==> src/rtl/sdram_pkg.sv <==
// Shared SDRAM port types: master IDs, word-address width and the command payload.
package sdram_pkg;

  localparam int unsigned ADDR_W    = 29;
  localparam int unsigned DATA_W    = 64;
  localparam int unsigned BE_W      = DATA_W / 8;
  localparam int unsigned BURST_W   = 8;
  localparam int unsigned PENDING_W = 7;

  typedef enum logic {
    MASTER_DISPLAY = 1'b0,
    MASTER_RAST    = 1'b1
  } master_e;

  typedef struct packed {
    logic [ADDR_W-1:0] address;
    logic              read;
    logic              write;
    logic [DATA_W-1:0] writedata;
    logic [BE_W-1:0]   byteenable;
  } sdram_cmd_t;

endpackage

==> src/rtl/sdram_tag_fifo.sv <==
// Register-based FIFO of master IDs, one entry per outstanding SDRAM read.
module sdram_tag_fifo
  import sdram_pkg::*;
#(
  parameter int unsigned DEPTH = 16
) (
  input  logic                   clock,
  input  logic                   reset_n,
  input  logic                   push,
  input  master_e                push_tag,
  input  logic                   pop,
  output master_e                pop_tag,
  output logic [$clog2(DEPTH):0] count,
  output logic                   empty,
  output logic                   full
);

  localparam int unsigned PTR_W = $clog2(DEPTH);
  localparam int unsigned CNT_W = PTR_W + 1;

  master_e            mem [DEPTH];
  logic [PTR_W-1:0]   wr_ptr;
  logic [PTR_W-1:0]   rd_ptr;
  logic               push_ok;
  logic               pop_ok;

  // Pops on an empty FIFO are dropped; pointers wrap naturally at the power-of-2 depth.
  assign push_ok = push && !full;
  assign pop_ok  = pop && !empty;
  assign empty   = (count == '0);
  assign full    = (count == CNT_W'(DEPTH));
  assign pop_tag = mem[rd_ptr];

  always_ff @(posedge clock or negedge reset_n) begin
    if (!reset_n) begin
      wr_ptr <= '0;
      rd_ptr <= '0;
      count  <= '0;
      for (int i = 0; i < DEPTH; i++) mem[i] <= MASTER_DISPLAY;
    end else begin
      if (push_ok) begin
        mem[wr_ptr] <= push_tag;
        wr_ptr      <= wr_ptr + PTR_W'(1);
      end
      if (pop_ok) rd_ptr <= rd_ptr + PTR_W'(1);
      if (push_ok && !pop_ok)      count <= count + CNT_W'(1);
      else if (!push_ok && pop_ok) count <= count - CNT_W'(1);
    end
  end

endmodule

==> src/rtl/sdram_arbiter.sv <==
// Two-master SDRAM arbiter: display over rasterizer, grant locked while stalled, read tags routed back.
// Optional SDRAM_ARBITER_FAIRNESS_EN forces one rasterizer command after FAIR_LIMIT display grants.
module sdram_arbiter
  import sdram_pkg::*;
#(
  parameter int unsigned MAX_PENDING = 16,
  parameter int unsigned FAIR_LIMIT  = 8
) (
  input  logic                 clock,
  input  logic                 reset_n,
  input  logic [ADDR_W-1:0]    d_address,
  input  logic                 d_read,
  output logic                 d_waitrequest,
  output logic                 d_readdatavalid,
  input  logic [ADDR_W-1:0]    r_address,
  input  logic                 r_read,
  input  logic                 r_write,
  input  logic [DATA_W-1:0]    r_writedata,
  input  logic [BE_W-1:0]      r_byteenable,
  output logic                 r_waitrequest,
  output logic                 r_readdatavalid,
  output logic [ADDR_W-1:0]    s_address,
  output logic                 s_read,
  output logic                 s_write,
  output logic [DATA_W-1:0]    s_writedata,
  output logic [BE_W-1:0]      s_byteenable,
  output logic [BURST_W-1:0]   s_burstcount,
  input  logic                 s_waitrequest,
  input  logic                 s_readdatavalid,
  output logic [PENDING_W-1:0] pending
);

  localparam int unsigned CNT_W = $clog2(MAX_PENDING) + 1;

  if (MAX_PENDING < 2 || MAX_PENDING > 64 || (MAX_PENDING & (MAX_PENDING - 1)) != 0
      || FAIR_LIMIT < 1) begin : g_bad_cfg
    $error("sdram_arbiter: unsupported MAX_PENDING or FAIR_LIMIT");
  end

  typedef enum logic {
    ST_OPEN   = 1'b0,
    ST_LOCKED = 1'b1
  } lock_state_e;

  lock_state_e      state, state_next;
  master_e          lock_master, lock_master_next;
  master_e          grant;
  master_e          pop_tag;
  sdram_cmd_t       cmd;
  logic             cmd_valid;
  logic             accept;
  logic             fifo_empty;
  logic             fifo_full;
  logic [CNT_W-1:0] fifo_count;
  logic             d_eligible;
  logic             r_eligible;
  logic             force_rast;

  // A read that would overflow the tag FIFO is simply not eligible, so it never takes the lock.
  assign d_eligible = d_read && !fifo_full;
  assign r_eligible = r_write || (r_read && !fifo_full);

  always_ff @(posedge clock or negedge reset_n) begin
    if (!reset_n) begin
      state       <= ST_OPEN;
      lock_master <= MASTER_DISPLAY;
    end else begin
      state       <= state_next;
      lock_master <= lock_master_next;
    end
  end

  always_comb begin
    state_next       = ST_OPEN;
    lock_master_next = lock_master;
    grant            = MASTER_DISPLAY;
    cmd              = '0;
    if (state == ST_LOCKED)             grant = lock_master;
    else if (force_rast && r_eligible)  grant = MASTER_RAST;
    else if (!d_eligible && r_eligible) grant = MASTER_RAST;
    cmd_valid = reset_n && ((grant == MASTER_DISPLAY) ? d_eligible : r_eligible);
    if (cmd_valid) begin
      if (grant == MASTER_DISPLAY) begin
        cmd.address = d_address;
        cmd.read    = 1'b1;
      end else begin
        cmd.address    = r_address;
        cmd.read       = r_read;
        cmd.write      = r_write;
        cmd.writedata  = r_writedata;
        cmd.byteenable = r_byteenable;
      end
      if (s_waitrequest) begin
        state_next       = ST_LOCKED;
        lock_master_next = grant;
      end
    end
  end

  assign accept        = cmd_valid && !s_waitrequest;
  assign s_address     = cmd.address;
  assign s_read        = cmd.read;
  assign s_write       = cmd.write;
  assign s_writedata   = cmd.writedata;
  assign s_byteenable  = cmd.byteenable;
  assign s_burstcount  = BURST_W'(1);
  assign d_waitrequest = !(cmd_valid && grant == MASTER_DISPLAY) || s_waitrequest;
  assign r_waitrequest = !(cmd_valid && grant == MASTER_RAST) || s_waitrequest;

  sdram_tag_fifo #(.DEPTH(MAX_PENDING)) u_tag_fifo (
    .clock    (clock),
    .reset_n  (reset_n),
    .push     (accept && cmd.read),
    .push_tag (grant),
    .pop      (s_readdatavalid),
    .pop_tag  (pop_tag),
    .count    (fifo_count),
    .empty    (fifo_empty),
    .full     (fifo_full)
  );

  // Responses with no outstanding tag are protocol errors and produce no strobe.
  assign d_readdatavalid = s_readdatavalid && !fifo_empty && (pop_tag == MASTER_DISPLAY);
  assign r_readdatavalid = s_readdatavalid && !fifo_empty && (pop_tag == MASTER_RAST);
  assign pending         = PENDING_W'(fifo_count);

`ifdef SDRAM_ARBITER_FAIRNESS_EN
  localparam int unsigned FAIR_W = $clog2(FAIR_LIMIT + 1);
  logic [FAIR_W-1:0] fair_count;

  // Counts display acceptances that overtook a waiting rasterizer request.
  always_ff @(posedge clock or negedge reset_n) begin
    if (!reset_n) begin
      fair_count <= '0;
    end else if (accept) begin
      if (grant == MASTER_RAST)            fair_count <= '0;
      else if (!(r_read || r_write))       fair_count <= '0;
      else if (fair_count < FAIR_W'(FAIR_LIMIT)) fair_count <= fair_count + FAIR_W'(1);
    end
  end

  assign force_rast = (fair_count >= FAIR_W'(FAIR_LIMIT));
`else
  assign force_rast = 1'b0;
`endif

endmodule

==> config.mk <==
export PLATFORM = sky130hd
export DESIGN_NAME = sdram_arbiter
export DESIGN_NICKNAME = d
export VERILOG_FILES = /design/src/rtl/sdram_pkg.sv /design/src/rtl/sdram_tag_fifo.sv /design/src/rtl/sdram_arbiter.sv
export SDC_FILE = /design/constraint.sdc
export NUM_CORES = 1
export LEC_CHECK = 0
export CAP_MARGIN = 20
export CORE_AREA = 5 5 101 103
export CTS_BUF_LIST = sky130_fd_sc_hd__clkbuf_4 sky130_fd_sc_hd__clkbuf_8 sky130_fd_sc_hd__clkbuf_16
export CTS_CLUSTER_DIAMETER = 40
export DETAILED_ROUTE_END_ITERATION = 10
export DIE_AREA = 0 0 106 108
export PLACE_DENSITY = 0.82
export SLEW_MARGIN = 25
export SYNTH_ARGS = -nofsm -noshare
export SYNTH_HDL_FRONTEND = slang
export SYNTH_SLANG_ARGS = --single-unit
==> constraint.sdc <==
create_clock -name clock -period 4 [get_ports clock]
set_input_delay 0.4 -clock clock [delete_from_list [all_inputs] [get_ports clock]]
set_output_delay 0.4 -clock clock [all_outputs]
set_load 0.005 [all_outputs]
Word-level counts from Yosys, hierarchy flattened
Cells that the tools add are included.

Word-level logic and storage cells: 78. Bits in registers: 31. Output and inout bits: 122.

Order comparisons: 3. Equal/unequal tests: 1. $add $sub $neg: 4. Reduce and logical (&&, ||, !) cells: 29. Bitwise logic cells: 4. Muxes and demuxes: 16.

Operators by type and width (number): $mux W103 (1); $mux W73 (1); $mux W30 (1); $bwmux W16 (1); $logic_and A1 B1 Y1 (15); $ge A5 B5 Y1 const B (2); $mux W5 (2); $not A4 Y5 (2); $add A4 B1 Y4 const B (2); $logic_not A1 Y1 (8); $mux W1 (8); $add A5 B1 Y5 const B (1); $eq A5 B5 Y1 const B (1); $logic_not A5 Y1 (1); $lt A5 B1 Y1 const B (1); $sub A5 B1 Y5 const B (1); $bmux W1 S4 (1); $demux W1 S4 (1); $logic_or A1 B1 Y1 (3); $not A1 Y1 (2); $reduce_and A2 Y1 (1); $reduce_bool A2 Y1 (1).

Logic depth before layout (Yosys ltp)
Gate-level depths: netlist of run 1.

Word-level depth: 16. Gate-level depth with buffers: 12. Gate-level depth less buffers: 10.

Cells and area by module
From an unflattened synthesis of run 1, not the netlist that was laid out.

Cells, all modules: 487. Area, all modules: 3644.7 um2.

Modules (own cells, without submodules): sdram_arbiter (area an instance 2048.2 um2, cells each 352, times used 1); sdram_tag_fifo (area an instance 1596.5 um2, cells each 135, times used 1).

Least setup slack after synthesis of run 1
OpenSTA, ideal clock, no wires.

Path type: reg2reg. Start point: register u_tag_fifo.count[0]. End point: register u_tag_fifo.count[4]. Setup slack: 1.005 ns. Arrival: 2.859 ns. Library setup time: 0.136 ns. Cell stages (with the launch flop): 12. Cell sequence: dfrtp_1 > or4_1 > buf_2 > nor2_2 > buf_2 > nor3_1 > ha_1 > inv_1 > ha_1 > a21o_1 > a2111oi_0 > o31ai_1.

Longest elaborated chain between the ends: 15. Elaborated cells between the ends (all ways): 28.

Ends and longest elaborated chain: start: declaration (line sdram_tag_fifo.sv:13) `output logic [$clog2(DEPTH):0] count,`; start signal: assignment (line sdram_tag_fifo.sv:46) `if (push_ok && !pop_ok) count <= count + CNT_W'(1);`; start signal: assignment (line sdram_tag_fifo.sv:47) `else if (!push_ok && pop_ok) count <= count - CNT_W'(1);`; $eq A5 B5 Y1 * (line sdram_tag_fifo.sv:31) `assign full = (count == CNT_W'(DEPTH));`; $logic_not A1 Y1 * (line sdram_tag_fifo.sv:28, sdram_arbiter.sv:60, sdram_arbiter.sv:61); $logic_and A1 B1 Y1, on equally long branches (line sdram_arbiter.sv:60, sdram_arbiter.sv:61); $logic_not A1 Y1 / $logic_or A1 B1 Y1 (equally long branches) (line sdram_arbiter.sv:80, sdram_arbiter.sv:61); $logic_and A1 B1 Y1 (line sdram_arbiter.sv:80) `else if (!d_eligible && r_eligible) grant = MASTER_RAST;`; $mux W1 (line sdram_arbiter.sv:80); $mux W1 (line sdram_arbiter.sv:78) `if (state == ST_LOCKED) grant = lock_master;`; $mux W1 (line sdram_arbiter.sv:81) `cmd_valid = reset_n && ((grant == MASTER_DISPLAY) ? d_eligible : r_eligible);`; $logic_and A1 B1 Y1 (line sdram_arbiter.sv:81); $mux W103 / $logic_and A1 B1 Y1 (equally long branches) (line sdram_arbiter.sv:82, sdram_arbiter.sv:100); $logic_and A1 B1 Y1 (line sdram_arbiter.sv:113) `.push (accept && cmd.read),`; $logic_and A1 B1 Y1 * (line sdram_tag_fifo.sv:28) `assign push_ok = push && !full;`; net u_tag_fifo.push_ok (line sdram_tag_fifo.sv:24) `logic push_ok;`; $logic_not A1 Y1 (line sdram_tag_fifo.sv:47); $logic_and A1 B1 Y1 (line sdram_tag_fifo.sv:47); $reduce_bool A2 Y1 (no line).

Mark *: on every way through the listed nets, which the timed path passes. The rest lies on a longest branch. The select of a mux whose other input is x is not followed. A chain may end at the register's enable or synchronous reset.

Worst setup path in the final report of run 1
Start point: register u_tag_fifo.count[0]. End point: output s_address[9].

Longest elaborated chain between the ends: 10. Elaborated cells between the ends (all ways): 13.

Ends and longest elaborated chain: $eq A5 B5 Y1 * (line sdram_tag_fifo.sv:31); $logic_not A1 Y1 * (line sdram_arbiter.sv:60, sdram_arbiter.sv:61); $logic_and A1 B1 Y1, on equally long branches (line sdram_arbiter.sv:60, sdram_arbiter.sv:61); $logic_not A1 Y1 / $logic_or A1 B1 Y1 (equally long branches) (line sdram_arbiter.sv:80, sdram_arbiter.sv:61); $logic_and A1 B1 Y1 (line sdram_arbiter.sv:80); $mux W1 (line sdram_arbiter.sv:80); $mux W1 (line sdram_arbiter.sv:78); $mux W1 (line sdram_arbiter.sv:81); $logic_and A1 B1 Y1 (line sdram_arbiter.sv:81); $mux W103 * (line sdram_arbiter.sv:82) `if (cmd_valid) begin`; end: declaration (line sdram_arbiter.sv:22) `output logic [ADDR_W-1:0] s_address,`.

Every way passes the cells marked *; elsewhere a longest branch is shown, timed or not.

==> results of run 1 <==
state kept, by name, summed over array words and instances (netlist names):
register / flops
u_tag_fifo.count: 5
u_tag_fifo.mem: 16
u_tag_fifo.wr_ptr: 4
state: 1
u_tag_fifo.rd_ptr: 4
lock_master: 1
layer usage:
| layer | GRT usage, % | vias to the layer above | share of wire [%] |
|---|---|---|---|
| met5 | 0 | - | 0 |
| met4 | 3.89 | 0 | 1.0 |
| met3 | 12.7 | 18 | 13 |
| met2 | 39.4 | 176 | 43 |
| met1 | 34.5 | 1615 | 44 |
| li1 | - | 1570 | - |
cell type report:
type	instances	area [sq um]
clock buffer	6	82.6
clock inverter	1	5.00
fill	795	3700
timing repair buffer	252	2520
inverter	9	33.8
multi-input combinational	252	1850
tap	111	139
sequential	31	776
logic make-up after synthesis:
| logic type | after synthesis | share of synthesized area (%) |
|---|---|---|
| xor+xnor | 9 | 2.75 |
| buf+inv | 45 | 9.62 |
| flops | 31 | 27.1 |
| compound gates | 52 | 14.9 |
| fa+ha+maj | 10 | 4.63 |
| simple gates | 145 | 29.0 |
| other cells | 2 | 0.262 |
| mux | 26 | 11.7 |
placed cells by master, fill, tap and decap left out, types with 5 or more instances in the layout:
cell type / n
sky130_fd_sc_hd__and2_1: 72
sky130_fd_sc_hd__clkbuf_8: 6
sky130_fd_sc_hd__nor2_1: 9
sky130_fd_sc_hd__clkdlybuf4s50_1: 248
sky130_fd_sc_hd__xor2_1: 5
sky130_fd_sc_hd__nand2_1: 19
sky130_fd_sc_hd__nor3_1: 6
sky130_fd_sc_hd__mux2_2: 17
sky130_fd_sc_hd__inv_1: 9
sky130_fd_sc_hd__nand3_1: 8
sky130_fd_sc_hd__conb_1: 10
sky130_fd_sc_hd__ha_1: 9
sky130_fd_sc_hd__a21oi_1: 5
sky130_fd_sc_hd__a22o_1: 30
sky130_fd_sc_hd__nor4_1: 17
sky130_fd_sc_hd__dfrtp_1: 31
stage by stage:
stage	std cells	utilization [%]
after global placement	655	58.4
after global routing	662	59.4
after detailed placement	655	58.4
final	662	59.4
after floorplan	328	-
after CTS	662	59.4
worst paths after layout:
| kind | start | endpoint | depth (start not counted) |
|---|---|---|---|
| hold reg to reg | u_tag_fifo.rd_ptr[2] | u_tag_fifo.rd_ptr[2] | 1 |
| min in group clock | u_tag_fifo.rd_ptr[2] | u_tag_fifo.rd_ptr[2] | 1 |
| setup reg to reg | u_tag_fifo.count[0] | u_tag_fifo.count[4] | 9 |
| setup / recovery | u_tag_fifo.count[0] | s_address[9] | 5 |
| hold / removal | reset_n | state | 1 |
| max in group asynchronous | reset_n | u_tag_fifo.wr_ptr[0] | 2 |
power by group through the flow:
stage	registers [mW]	logic, mW	clock network [mW]
CTS	0.624	1.22	0.255
detailed placement	0.629	1.20	0
global placement	0.614	1.17	0
global route	0.653	1.31	0.263
finish	0.624	1.22	0.250
floorplan	0.557	0.699	0
==> impl_summary.md, run 1 <==
Setup path
The maximum fanout along the worst path is 30. Traced cell by cell, the critical path runs through or4_1 -> nor2_2 -> and4b_2 -> a22o_1 -> clkdlybuf4s50_1. The worst setup path is launched from a flip-flop.

The critical path is of the flip-flop to output port type. The stage delay of the slowest cell on the critical path is 0.70 ns. Grouping stages by cell kind, the critical path spends the most delay in simple AND/OR/NAND/NOR gates.

The worst reg-to-reg setup slack is 0.50 ns. Counting both buffers and inverters, the worst setup path holds a total of 1. At the worst endpoint, the required time is 3.60 ns. The worst setup path is captured at an output port. The slowest cell on the critical path is sky130_fd_sc_hd__or4_1. The critical path arrival is 3.19 ns.

Power
The internal power of the cells totals 1.29 mW. Dividing total power by cell area gives a power density of 386 nW/um^2. The peak supply drop is 0.000300 V. The total leakage power is 2.15 nW.

The clock network power share is 12.0%. Sequential cells burn 29.9% of the power. Of the total power, combinational logic draws 58.2%. The net switching power is 796 uW. The total power after layout is 2.09 mW. The fraction of power spent switching nets is 38.1%.

Synthesis
For this run, asynchronously set or reset flops after synthesis account for 100%. After synthesis, the mean cell area works out to 8.94 sq um. By count the netlist is led by sky130_fd_sc_hd__and2_1, sky130_fd_sc_hd__dfrtp_1, sky130_fd_sc_hd__a22o_1, sky130_fd_sc_hd__nand2_1. Yosys instantiated no cell more often than sky130_fd_sc_hd__and2_1. The mapped cell area is 2860 sq um. The share of synthesized area occupied by flip-flops and latches is 27.1%. The synthesized design spends more area on one cell type than any other, namely sky130_fd_sc_hd__dfrtp_1. For this run, the leading register cell type out of synthesis is sky130_fd_sc_hd__dfrtp_1. After synthesis the netlist holds a flip-flop and latch count of 31. In this run, synthesis inferred 0 flip-flops with an integrated enable.

The share of synthesized area in the top cell type comes to 27.1%. Sorting the synthesized cells by area gives the leading types as sky130_fd_sc_hd__dfrtp_1, sky130_fd_sc_hd__and2_1, sky130_fd_sc_hd__a22o_1. The distinct cell type count of the synthesized netlist is 42. The number of standard cells after synthesis is 320. The Yosys step of the flow raised 0 warnings.

Timing
The final-report setup violation count is 0. The setup slack after layout is 0.414 ns. The number of endpoints with negative hold slack in the final report is 0. The setup skew after layout is 0.00816 ns. The slew of the pin with the lowest slew margin is 0.804 ns. The maximum operating frequency is 0.279 GHz. The minimum hold slack is 0.399 ns.

The relative slew slack is 46.4%. The worst path uses 89.7% of the clock period. The final-layout setup total negative slack is 0 ns. Setup repair after global routing left no endpoint under its margin. The final period demand of the worst path is 3.59 ns. The max-slew violation total from the final report is 0.

CTS
The clock drives 31 sinks. Buffers inserted to repair hold after CTS numbered 0. TritonCTS built the clock tree.

Clock-pin slew was measured on the worst setup and hold paths at 0.07 ns. The number of resized instances in the post-cts repair step is 0. The number of buffers added for setup after CTS is 0. The maximum buffer depth of the clock tree is 2. The total CTS buffers is 5.

The level count of the clock H-tree is 2. The clock root buffer is sky130_fd_sc_hd__clkbuf_8. The clock insertion delay at the later pin of the skew report is 0.29 ns.

Place
At the end of routability-driven placement, the weighted congestion stood at 0.979. At the placement stage, the worst setup path has a slack of 0.470 ns. The cell area reported after detailed placement is 5320 sq um. Buffers placed on the I/O ports in this run total 248. Detailed placement finished with a half-perimeter wire length of 12.8 mm.

Routing
In the final routed layout, each cell accounts on average for 23.3 um. Using the TritonRoute via totals, the vias-per-cell ratio works out to 5.10. The routed design has 15.4 mm of wire. After detailed routing, the number of remaining DRC violations is 0.

Summing over every cut layer, the via total after detailed routing is 3379. The final antenna-violating net count is 0. The first routing iteration left 172 violations.

The first TritonRoute pass finished after 4 iterations.

Die
The effective utilization at floorplan is 31.4%. The top-level I/O count is 259. The die covers 11400 sq um. The floorplan die height is 108 um. In this run the core area contains 35 standard-cell rows. The floorplan step set the die width to 106 um. The total core area is 9110 sq um.

GRT
The initial antenna violation count came to 0. Entering global routing, the biggest net connects 103 pins. The first global-routing pass estimated 22.2 mm of wire.

The via count of the first global-routing pass came to 3465. The total overflow reported by the global router is 0. Global routing consumed, over all layers together, 26.1% of the routing resources.

Cells and area
The share of post-route cells with drive strength above 1 is 7.26%. The number of nets in the final layout is 698. The final design area excluding fillers is 5410 sq um. The repair_antennas step left the layout with diodes totalling 0.

The layout-stage area growth over the synthesis result is 89.1%.

Outcome
The flow ran to the end, and the final reports show no timing, DRC or antenna violations.

Min path
The path class of the tightest hold or removal check is input pin to asynchronous set/reset pin.

Job
The tool flagged a number of max-cap violations equal to 0.
Power figures use the tool's default switching activity.
==> run 2, diff against run 1 <==
Settings changed: GPL_TIMING_DRIVEN from default to 0.
==> impl_summary.md, run 2 (same netlist as run 1, synthesis figures left out) <==
Outcome
Status: finished clean (unchanged).

Timing
The share of the clock period used by the worst path after layout is 86.7% (was 89.7%). The maximum operating frequency came to 0.288 GHz (was 0.279 GHz). The number of endpoints with negative hold slack in the final report is 0 (unchanged). The max-slew violation total from the final report is 0 (unchanged). The slew of the pin with the lowest slew margin is 0.636 ns (was 0.804 ns). The final period demand of the worst path came to 3.47 ns (was 3.59 ns). The setup skew after layout came to 0.00477 ns (was 0.00816 ns). Unrepaired setup endpoints after global routing: no (unchanged). The final-report setup violation count was 0 (unchanged). The relative slew slack was 57.3% (was 46.4%).

Die
The floorplan die height is 108 um (unchanged). The total core area is 9110 sq um (unchanged). The row count is 35 (unchanged). The horizontal die dimension is 106 um (unchanged).

The die area is 11400 sq um (unchanged). The effective utilization at floorplan is 31.4% (unchanged). The top-level I/O count is 259 (unchanged).

Routing
The mean number of vias per cell was 4.95 (was 5.10). The number of DRC violations after detailed routing came to 0 (unchanged). The final antenna-violating net count is 0 (unchanged).

The initial detailed-routing violation count is 213 (was 172). The number of vias in the routed layout is 3442 (was 3379). The total routed wirelength was 16.2 mm (was 15.4 mm). The routed length per placed instance is 23.3 um (about the same).

The first-pass detailed-route iteration total came to 4 (unchanged).

Cells and area
The most common cell after layout, fill and taps aside is sky130_fd_sc_hd__clkdlybuf4s50_1 (unchanged). The antenna cell count is 0 (unchanged). Top library cells by usage in the layout, fill and taps aside: sky130_fd_sc_hd__clkdlybuf4s50_1, sky130_fd_sc_hd__and2_1, sky130_fd_sc_hd__dfrtp_1, sky130_fd_sc_hd__a22o_1, sky130_fd_sc_hd__nand2_1 (unchanged). The number of filler instances in the final layout came to 765 (was 795). The layout-stage area growth over the synthesis result is 97.6% (was 89.1%). The number of nets in the final layout is 731 (was 698).

Largest registers in the final layout: u_tag_fifo.mem: 16 flops, u_tag_fifo.count: 5 flops (unchanged). The share of the core filled with cells came to 62.1% (was 59.4%). The flip-flop count of the largest register, all copies and words added is 16 (unchanged). The share of post-route cells with drive strength above 1 is 10.4% (was 7.26%). The register ranked first by flip-flop count is u_tag_fifo.mem (unchanged).

Setup path
The endpoint of the lowest-slack register-to-register path is u_tag_fifo.count[4] (unchanged). The last element of the critical path was s_address[8] (was s_address[9]). The worst reg-to-reg setup slack is 0.69 ns (was 0.50 ns).

The stage delay of the slowest cell on the critical path is 0.64 ns (was 0.70 ns). The type of the setup path with the least slack is flip-flop to output port (unchanged). The required time of the critical path came to 3.60 ns (about the same). The maximum fanout along the worst path is 10 (was 30). The worst setup path startpoint is u_tag_fifo.count[0] (unchanged).

The type of destination of the critical path is an output port (unchanged). The kind of start point of the critical path is a flip-flop (unchanged). The slowest cell on the critical path is sky130_fd_sc_hd__clkdlybuf4s50_1 (was sky130_fd_sc_hd__or4_1). The path depth of the worst reg2reg path came to 11 (was 9). The worst reg2reg path startpoint is u_tag_fifo.count[0] (unchanged). The critical path arrival came to 3.07 ns (was 3.19 ns).

Cells along the critical path: nor4_1 -> a221oi_1 -> nor3_1 -> buf_2 -> a22o_1 -> clkdlybuf4s50_1 (was or4_1 -> nor2_2 -> and4b_2 -> a22o_1 -> clkdlybuf4s50_1).

Power
The total power after layout is 2.20 mW (was 2.09 mW). The total leakage power is 2.30 nW (was 2.15 nW). The power density of the placed cells is 389 nW/um^2 (was 386 nW/um^2). The peak supply drop is 0.000349 V (was 0.000300 V).

CTS
The total number of clock tree sinks is 31 (unchanged). The maximum buffer depth of the clock tree is 2 (unchanged). The total CTS buffers is 5 (unchanged).

The clock insertion delay at the later pin of the skew report is 0.28 ns (was 0.29 ns). The number of hold-repair buffers added at the cts stage is 0 (unchanged). The level count of the clock H-tree is 2 (unchanged). The number of buffers added for setup after CTS is 0 (unchanged).

The number of resized instances in the post-cts repair step is 0 (unchanged). The clock root buffer is sky130_fd_sc_hd__clkbuf_8 (unchanged). The CTS clock-pin slew for the worst setup and hold paths is 0.07 ns (about the same). The clock tree from TritonCTS is done (unchanged).

GRT
The global-route usage over all layers is 27.7% (was 26.1%). The via count of the first global-routing pass is 3575 (was 3465). The maximum number of pins on one net before global-route repair is 22 (was 103). The initial antenna violation count is 0 (unchanged). The first-pass GRT wire length is 23.6 mm (was 22.2 mm). The total overflow reported by the global router is 0 (unchanged).

Place
The routability congestion estimate is 1.05 (was 0.979). The count of buffers inserted at the top-level ports is 248 (unchanged). The HPWL reported at the end of detailed placement is 13.8 mm (was 12.8 mm).

Min path
The class of the most critical hold timing path was input pin to asynchronous set/reset pin (unchanged).

Job
The reported max-cap violation count came to 0 (unchanged).
[run 2: changes by cell type in the layout (fill, tap and decap cells not counted), sizes merged]
cell and change:
buf +23, bufinv +1, clkbuf +11, clkdlybuf4s50 -1
[run 2: critical path: cells and delay by family (launching register included)]
kind | cells | cell delay (ns)
AO/OA/AOI/OAI | 2 | 0.38
AND/OR/NAND/NOR | 2 | 0.97
flip-flops | 1 | 0.46
buffers and inverters | 2 | 0.98
[run 2: worst min-delay path by stage]
stage	from	end	slack, ns
after detailed placement	reset_n	u_tag_fifo.rd_ptr[0]	0.34
final	reset_n	u_tag_fifo.rd_ptr[0]	0.04
after global routing	reset_n	u_tag_fifo.rd_ptr[0]	0.05
after global placement	u_tag_fifo.mem[12]	u_tag_fifo.mem[12]	0.49
after CTS	reset_n	u_tag_fifo.rd_ptr[0]	0.04
after floorplan	reset_n	lock_master	0.10
[run 2: metal layers]
| layer | global-route usage [%] | wire (um) | share of wire, % | up-vias |
|---|---|---|---|---|
| met3 | 8.12 | 1430 | 8.9 | 25 |
| li1 | - | - | - | 1638 |
| met5 | 0 | 0 | 0 | - |
| met4 | 7.03 | 410 | 2.5 | 0 |
| met1 | 38.9 | 7490 | 46 | 1590 |
| met2 | 41.9 | 6860 | 42 | 189 |
[run 2: through the flow]
step / TNS (ns) / cell area, sq um / setup slack, ns / hold slack [ns] / instances
2_1_floorplan: 0 / 2890 / 1.00 / 0.104 / 328
3_3_place_gp: -17.69 / 5510 / -0.520 / 0.485 / 687
3_5_place_dp: 0 / 5540 / 0.332 / 0.340 / 688
4_1_cts: 0 / 5650 / 0.538 / 0.0393 / 696
5_1_grt: 0 / 5650 / 0.247 / 0.0516 / 696
6_report: 0 / 5650 / 0.530 / 0.0393 / 696
[run 2: final cells by class]
cell class	count	area (sq um)	area share, %
Timing Repair Buffer	249	2500	44.3
Buffer	36	241	4.27
Clock buffer	6	82.6	1.46
Multi-Input combinational cell	252	1840	32.6
Inverter	9	33.8	0.598
Tap cell	111	139	2.46
Sequential cell	31	776	13.7
Clock inverter	2	35.0	0.620
[run 2: power by group]
group,leakage [nW],switching [mW],internal (mW),total [mW]
logic,1.85,0.555,0.738,1.29
registers,0.385,0.132,0.457,0.589
clock network,0.0612,0.112,0.201,0.314
